[src/rtl/cpu_multicycle.sv]
// cpu_multicycle: multi-cycle core for the 16-bit ISA with one shared req/ack memory port.
// Optional misaligned JAL/LDW/STW trap is enabled by defining CPU_MISALIGN_TRAP_EN.
module cpu_multicycle #(
    parameter int WIDTH    = 16,
    parameter int ADDR_W   = 16,
    parameter int RESET_PC = 0
) (
    input  logic              clk,
    input  logic              rst,
    output logic              mem_req,
    output logic              mem_we,
    output logic [ADDR_W-1:0] mem_addr,
    output logic [WIDTH-1:0]  mem_wdata,
    input  logic [WIDTH-1:0]  mem_rdata,
    input  logic              mem_ack,
    output logic              retire,
    output logic              halted,
    output logic              trap,
    output logic [3:0]        flags,
    output logic [ADDR_W-1:0] dbg_pc,
    output logic [15:0]       dbg_ir
);
    localparam int SW = $clog2(WIDTH);
    localparam int M  = WIDTH - 1;

`ifdef CPU_MISALIGN_TRAP_EN
    localparam bit TRAP_EN = 1'b1;
`else
    localparam bit TRAP_EN = 1'b0;
`endif

    localparam logic [2:0] S_FETCH  = 3'd0;
    localparam logic [2:0] S_DECODE = 3'd1;
    localparam logic [2:0] S_EXEC   = 3'd2;
    localparam logic [2:0] S_MEM    = 3'd3;
    localparam logic [2:0] S_WB     = 3'd4;
    localparam logic [2:0] S_HALT   = 3'd5;

    localparam logic [3:0] OP_ADD = 4'h0;
    localparam logic [3:0] OP_SUB = 4'h1;
    localparam logic [3:0] OP_AND = 4'h2;
    localparam logic [3:0] OP_ORR = 4'h3;
    localparam logic [3:0] OP_XOR = 4'h4;
    localparam logic [3:0] OP_NOT = 4'h5;
    localparam logic [3:0] OP_LSL = 4'h6;
    localparam logic [3:0] OP_LSR = 4'h7;
    localparam logic [3:0] OP_ADI = 4'h8;
    localparam logic [3:0] OP_LDI = 4'h9;
    localparam logic [3:0] OP_LDW = 4'hA;
    localparam logic [3:0] OP_STW = 4'hB;
    localparam logic [3:0] OP_BRZ = 4'hC;
    localparam logic [3:0] OP_JAL = 4'hD;
    localparam logic [3:0] OP_HLT = 4'hE;
    localparam logic [3:0] OP_NOP = 4'hF;

    logic [2:0]        state;
    logic [ADDR_W-1:0] pc;
    logic [ADDR_W-1:0] maddr;
    logic [15:0]       ir;
    logic [WIDTH-1:0]  regs [16];
    logic [WIDTH-1:0]  a;
    logic [WIDTH-1:0]  b;
    logic [WIDTH-1:0]  d;
    logic [WIDTH-1:0]  res;
    logic [3:0]        flags_q;
    logic              trap_q;

    logic [3:0]        op;
    logic [3:0]        rd;
    logic [3:0]        rs;
    logic [3:0]        rt;
    logic [WIDTH-1:0]  imm;
    logic [ADDR_W-1:0] pc2;
    logic [ADDR_W-1:0] boff;
    logic [WIDTH-1:0]  ea_w;
    logic [ADDR_W-1:0] ea;
    logic              mis_mem;
    logic              mis_jal;

    assign op   = ir[15:12];
    assign rd   = ir[11:8];
    assign rs   = ir[7:4];
    assign rt   = ir[3:0];
    assign imm  = {{(WIDTH-8){ir[7]}}, ir[7:0]};
    assign pc2  = pc + ADDR_W'(2);
    assign boff = {{(ADDR_W-9){ir[7]}}, ir[7:0], 1'b0};
    assign ea_w = a + b;
    assign ea   = ea_w[ADDR_W-1:0];

    assign mis_mem = TRAP_EN && ea[0];
    assign mis_jal = TRAP_EN && a[0];

    logic [WIDTH:0]   add_s;
    logic [WIDTH:0]   sub_s;
    logic [WIDTH:0]   adi_s;
    logic [WIDTH-1:0] y;
    logic             c;
    logic             v;
    logic             upd;

    // Carry for SUB is the inverted borrow, taken from a + ~b + 1.
    always_comb begin
        add_s = {1'b0, a} + {1'b0, b};
        sub_s = {1'b0, a} + {1'b0, ~b} + {{WIDTH{1'b0}}, 1'b1};
        adi_s = {1'b0, d} + {1'b0, imm};
        y     = '0;
        c     = 1'b0;
        v     = 1'b0;
        upd   = 1'b1;
        case (op)
            OP_ADD: begin
                y = add_s[M:0];
                c = add_s[WIDTH];
                v = (a[M] == b[M]) && (y[M] != a[M]);
            end
            OP_SUB: begin
                y = sub_s[M:0];
                c = sub_s[WIDTH];
                v = (a[M] != b[M]) && (y[M] != a[M]);
            end
            OP_AND: y = a & b;
            OP_ORR: y = a | b;
            OP_XOR: y = a ^ b;
            OP_NOT: y = ~a;
            OP_LSL: y = a << b[SW-1:0];
            OP_LSR: y = a >> b[SW-1:0];
            OP_ADI: begin
                y = adi_s[M:0];
                c = adi_s[WIDTH];
                v = (d[M] == imm[M]) && (y[M] != d[M]);
            end
            OP_LDI: begin
                y   = imm;
                upd = 1'b0;
            end
            default: upd = 1'b0;
        endcase
    end

    logic             rf_we;
    logic [WIDTH-1:0] rf_wd;

    always_comb begin
        rf_we = 1'b0;
        rf_wd = res;
        if (state == S_WB) begin
            rf_we = 1'b1;
        end else if (state == S_EXEC && op == OP_JAL && !mis_jal) begin
            rf_we = 1'b1;
            rf_wd = WIDTH'(pc2);
        end
    end

    always_comb begin
        retire = 1'b0;
        case (state)
            S_WB:   retire = 1'b1;
            S_EXEC: retire = (op == OP_BRZ) || (op == OP_NOP) || (op == OP_HLT)
                             || (op == OP_JAL && !mis_jal);
            S_MEM:  retire = (op == OP_STW) && mem_ack;
            default: retire = 1'b0;
        endcase
    end

    // Gating with rst drops the request combinationally while reset is held.
    assign mem_req   = rst && (state == S_FETCH || state == S_MEM);
    assign mem_we    = (state == S_MEM) && (op == OP_STW);
    assign mem_addr  = !rst ? '0
                     : (state == S_FETCH) ? pc
                     : (state == S_MEM) ? maddr : '0;
    assign mem_wdata = (state == S_MEM && op == OP_STW) ? d : '0;

    assign halted = (state == S_HALT);
    assign trap   = TRAP_EN && trap_q;
    assign flags  = flags_q;
    assign dbg_pc = pc;
    assign dbg_ir = ir;

    always_ff @(posedge clk or negedge rst) begin
        if (!rst) begin
            state   <= S_FETCH;
            pc      <= ADDR_W'(RESET_PC);
            ir      <= '0;
            a       <= '0;
            b       <= '0;
            d       <= '0;
            res     <= '0;
            maddr   <= '0;
            flags_q <= '0;
            trap_q  <= 1'b0;
            for (int i = 0; i < 16; i++) begin
                regs[i] <= '0;
            end
        end else begin
            if (rf_we && rd != 4'd0) begin
                regs[rd] <= rf_wd;
            end
            case (state)
                S_FETCH: begin
                    if (mem_ack) begin
                        ir    <= mem_rdata[15:0];
                        state <= S_DECODE;
                    end
                end
                S_DECODE: begin
                    a     <= regs[rs];
                    b     <= regs[rt];
                    d     <= regs[rd];
                    state <= S_EXEC;
                end
                S_EXEC: begin
                    if (upd) begin
                        flags_q <= {v, y[M], c, y == '0};
                    end
                    case (op)
                        OP_LDW, OP_STW: begin
                            if (mis_mem) begin
                                trap_q <= 1'b1;
                                state  <= S_HALT;
                            end else begin
                                maddr <= {ea[ADDR_W-1:1], 1'b0};
                                state <= S_MEM;
                            end
                        end
                        OP_BRZ: begin
                            pc    <= (d == '0) ? pc2 + boff : pc2;
                            state <= S_FETCH;
                        end
                        OP_JAL: begin
                            if (mis_jal) begin
                                trap_q <= 1'b1;
                                state  <= S_HALT;
                            end else begin
                                pc    <= {a[ADDR_W-1:1], 1'b0};
                                state <= S_FETCH;
                            end
                        end
                        OP_HLT: state <= S_HALT;
                        OP_NOP: begin
                            pc    <= pc2;
                            state <= S_FETCH;
                        end
                        default: begin
                            res   <= y;
                            state <= S_WB;
                        end
                    endcase
                end
                S_MEM: begin
                    if (mem_ack) begin
                        if (op == OP_LDW) begin
                            res   <= mem_rdata;
                            state <= S_WB;
                        end else begin
                            pc    <= pc2;
                            state <= S_FETCH;
                        end
                    end
                end
                S_WB: begin
                    pc    <= pc2;
                    state <= S_FETCH;
                end
                default: state <= S_HALT;
            endcase
        end
    end
endmodule

[config.mk]
export PLATFORM = sky130hd
export DESIGN_NAME = cpu_multicycle
export DESIGN_NICKNAME = d
export VERILOG_FILES = /design/src/rtl/cpu_multicycle.sv
export SDC_FILE = /design/constraint.sdc
export NUM_CORES = 1
export LEC_CHECK = 0
export CORE_UTILIZATION = 55
export DETAILED_ROUTE_END_ITERATION = 8
export DONT_BUFFER_PORTS = 1
export PLACE_DENSITY = 0.73
export SLEW_MARGIN = 20
export SYNTH_ARGS = -nofsm -noshare
export SYNTH_HDL_FRONTEND = slang
export SYNTH_SLANG_ARGS = --single-unit
[constraint.sdc]
create_clock -name clk -period 3.8 [get_ports clk]
set_clock_uncertainty 0.2 [all_clocks]
set_input_delay 0.76 -clock clk [delete_from_list [all_inputs] [get_ports clk]]
set_output_delay 0.76 -clock clk [all_outputs]
set_load 0.02 [all_outputs]
==> results.toml <==
[status]
status = "complete, but fails checks"
violations = "hold timing"

[cells_and_area]
final_common_cell = "nand2_1"
final_nets = 2700
syn2layout_area_growth_pct = 13.34
instances_no_fill = 3233
drive_above_1_share = 0.2485
final_cell_mix = "nand2_1 (415), dfrtp_1 (359), o21ai_0 (352)"
finalInstanceArea_um2 = 29230

[synth]
avgSynthCellArea_um2 = 10.15
synth_area_um2 = 25790
synth-seq-cells = 373
async_reset_ff_frac = 1.000
syn_inst = 2540
seq_area_frac_synth = 0.3619
yosys_warnings = 0
yosysTopAreaCell = "dfrtp_1"
synth_ff_type = "dfrtp_1"
synth_edf_count = 0
synth_cell_types = 86
synth_top_area_share = 0.3619
synth_area_leaders = "dfrtp_1 (36%), mux4_2 (22%), o21ai_0 (6.8%)"

[detailed_routing]
vias_per_cell = 7.001
drc = 0
totalWireLength_um = 95280
drt_iter0_drc = 3242
vias = 22630
detail-route-antenna-nets = 0
wire_per_inst_um = 29.47
drtPass1Iterations = 8

[global_route]
track_usage = 0.4081
grt_max_degree = 376
grt_pass1_wl_um = 143200
grt_pass1_vias = 22030
antenna_found_initial = 2
grt-ovfl-total = 0

[cts]
h-tree-depth = 2
post_cts_buffers = 0
clkTransAtPathRegs_ps = 70
cts-root-buf = "clkbuf_16"
cts_buffers = 44
cts_tree = "done"
cts_sinks = 373
clk_path_buf_depth = 3
clkLatencyLatePin_ps = 600

[floorplanning]
core-area_um2 = 45770
num_rows = 78
dieHeight_um = 218.5
start_util = 0.5634
die-area_um2 = 47760
ios = 92
dieWidth_um = 218.5

[timing]
rsz0062_at_grt = "no"
slew_violations = 0
setup_tns_ps = 0
fmax_ghz = 0.2678
whs_ps = -327.1
worstMarginPinSlew_ps = 1486
hold_violations = 354
finalCritPeriodShare = 0.9826
max_slew_margin = 0.009128
period_needed_ps = 3734
setup_violations = 0

[power]
irDropWorstVdd_mv = 0.3584
p_leak_nw = 11.90
total_power_mw = 8.686
powerDensity_nw_per_um2 = 297.2

[placed_design]
gp_congestion = 1.112
dpl-instance-area_um2 = 27560
dpl.hpwl_um = 68270
place_inst = 3151
io_buffers = 0

[worst_setup_path]
endpoint_kind = "flip-flop"
reg2reg_from = "a[0]"
cp_data_arrival_time_ps = 4030
max_stage_delay_ps = 450
cpMaxStageDelayCell = "dfrtp_2"
ff2ff_setup_slack_ps = 70
r2r_cells = 12
crit_required_ps = 4100
worstPathCellList = "ha_1, fa_1, xnor2_2, a2bb2oi_1, o2111ai_1, nor4b_1, buf_4, and2_1, and4_1, and4bb_1, nand4_1, o21ai_0"
r2r-end = "flags[0]"
worst-path-max-fanout = 5
start_kind = "flip-flop"
path_class = "reg2reg"

[flow_run]
drv_cap = 0

[hold_path]
min_path_type = "in2async"
## critical path: cells and delay by family, from the launching register on
kind / cells / cell delay [ps]
simple gates: 5 / 1110
fa+ha+maj: 2 / 700
compound gates: 3 / 670
flops: 1 / 450
xor+xnor: 1 / 270
buf+inv: 1 / 220
## report_power, final
| group | leakage (nW) | internal [mW] | switching, mW | total (mW) |
|---|---|---|---|---|
| clock network | 0.784 | 2.86 | 1.85 | 4.71 |
| registers | 5.17 | 3.97 | 0 | 3.97 |
| logic | 5.95 | 0.000764 | 0.00277 | 0.00354 |
| total | 11.9 | 6.83 | 1.85 | 8.69 |
## metal layers
metal | vias to the layer above | track usage | routed length, um
met1 | 11280 | 0.5379 | 35330
li1 | 9532 | - | -
met5 | - | 0 | 9
met4 | 2 | 0.2338 | 6289
met2 | 1490 | 0.6385 | 44370
met3 | 327 | 0.07182 | 9277
## logic make-up (layout without fill, tap and decap cells)
kind of cell               Yosys count  after routing  share of synthesized area
and+or+nand+nor                    728            728                     0.1262
AOI/OAI and AO/OA                  679            679                     0.1562
DFF                                373            373                     0.3619
muxes                              327            327                     0.2500
buffers and inverters              295            385                    0.04556
adders and majority gates           84             84                    0.04192
xor gates and xnor gates            53             53                    0.01800
other                                1              4                  0.0001454
## through the flow
step / util / worst slack (ps) / hold slack (ps)
floorplan: - / 65.45 / 248.4
finish: 0.6386 / 65.97 / -327.1
global route: 0.6386 / 3.042 / -347.8
global placement: 0.6021 / 38.84 / 193.3
CTS: 0.6372 / 27.13 / -347.4
detailed placement: 0.6021 / 115.6 / 206.0
## flip-flops by register name, indices dropped and copies added, names as in the netlist
| signal | cells |
|---|---|
| maddr | 15 |
| flags | 4 |
| a | 16 |
| b | 16 |
| d | 16 |
| dbg_pc | 15 |
| state | 3 |
| dbg_ir | 16 |
| res | 16 |
| regs | 256 |
## cell type report
class | instances | area [um^2]
Tap cell | 600 | 750.7
Clock buffer | 56 | 1236
Timing Repair Buffer | 239 | 1882
Multi-Input combinational cell | 1874 | 15380
Antenna cell | 1 | 2.502
Clock inverter | 25 | 371.6
Fill cell | 3608 | 16540
Sequential cell | 373 | 9366
Inverter | 65 | 244.0
## Yosys cell counts (6+ instances only)
cell	n
xnor2_1	32
nor2b_1	21
a21o_1	11
inv_1	65
o22ai_1	19
nor4_1	13
nor3b_1	6
or3_1	10
clkbuf_1	177
mux2_2	39
nand2_1	415
nor3_1	33
a22oi_1	20
o21ai_0	352
and2_1	22
nand3_1	29
buf_2	18
buf_1	27
o221ai_1	11
ha_1	80
a211oi_1	22
mux2i_1	36
a31oi_1	8
o21a_1	10
o31ai_1	6
a221oi_1	8
and3_1	12
xor2_1	21
mux4_2	249
nor2_1	110
o211ai_1	15
dfrtp_1	373
o21bai_1	13
nand2b_1	20
a21oi_1	115
nand4_1	8
a32oi_1	7
## what timing repair did
item                                    in CTS  in global routing
endpoints found under the setup margin       0                 12
endpoints found under the hold margin      373                373
resized for setup                            0                 13
## worst max path at each step
| stage | startpoint | endpoint | slack, ps | cells after the start |
|---|---|---|---|---|
| 2_1_floorplan | dbg_ir[1] | flags[0] | 70 | 14 |
| 3_3_place_gp | a[0] | flags[0] | 40 | 12 |
| 3_5_place_dp | a[0] | flags[0] | 120 | 12 |
| 4_1_cts | dbg_ir[12] | mem_wdata[2] | 30 | 4 |
| 5_1_grt | dbg_ir[0] | flags[0] | 3 | 13 |
| 6_report | a[0] | flags[0] | 70 | 12 |
(Power assumes the default switching activity.)
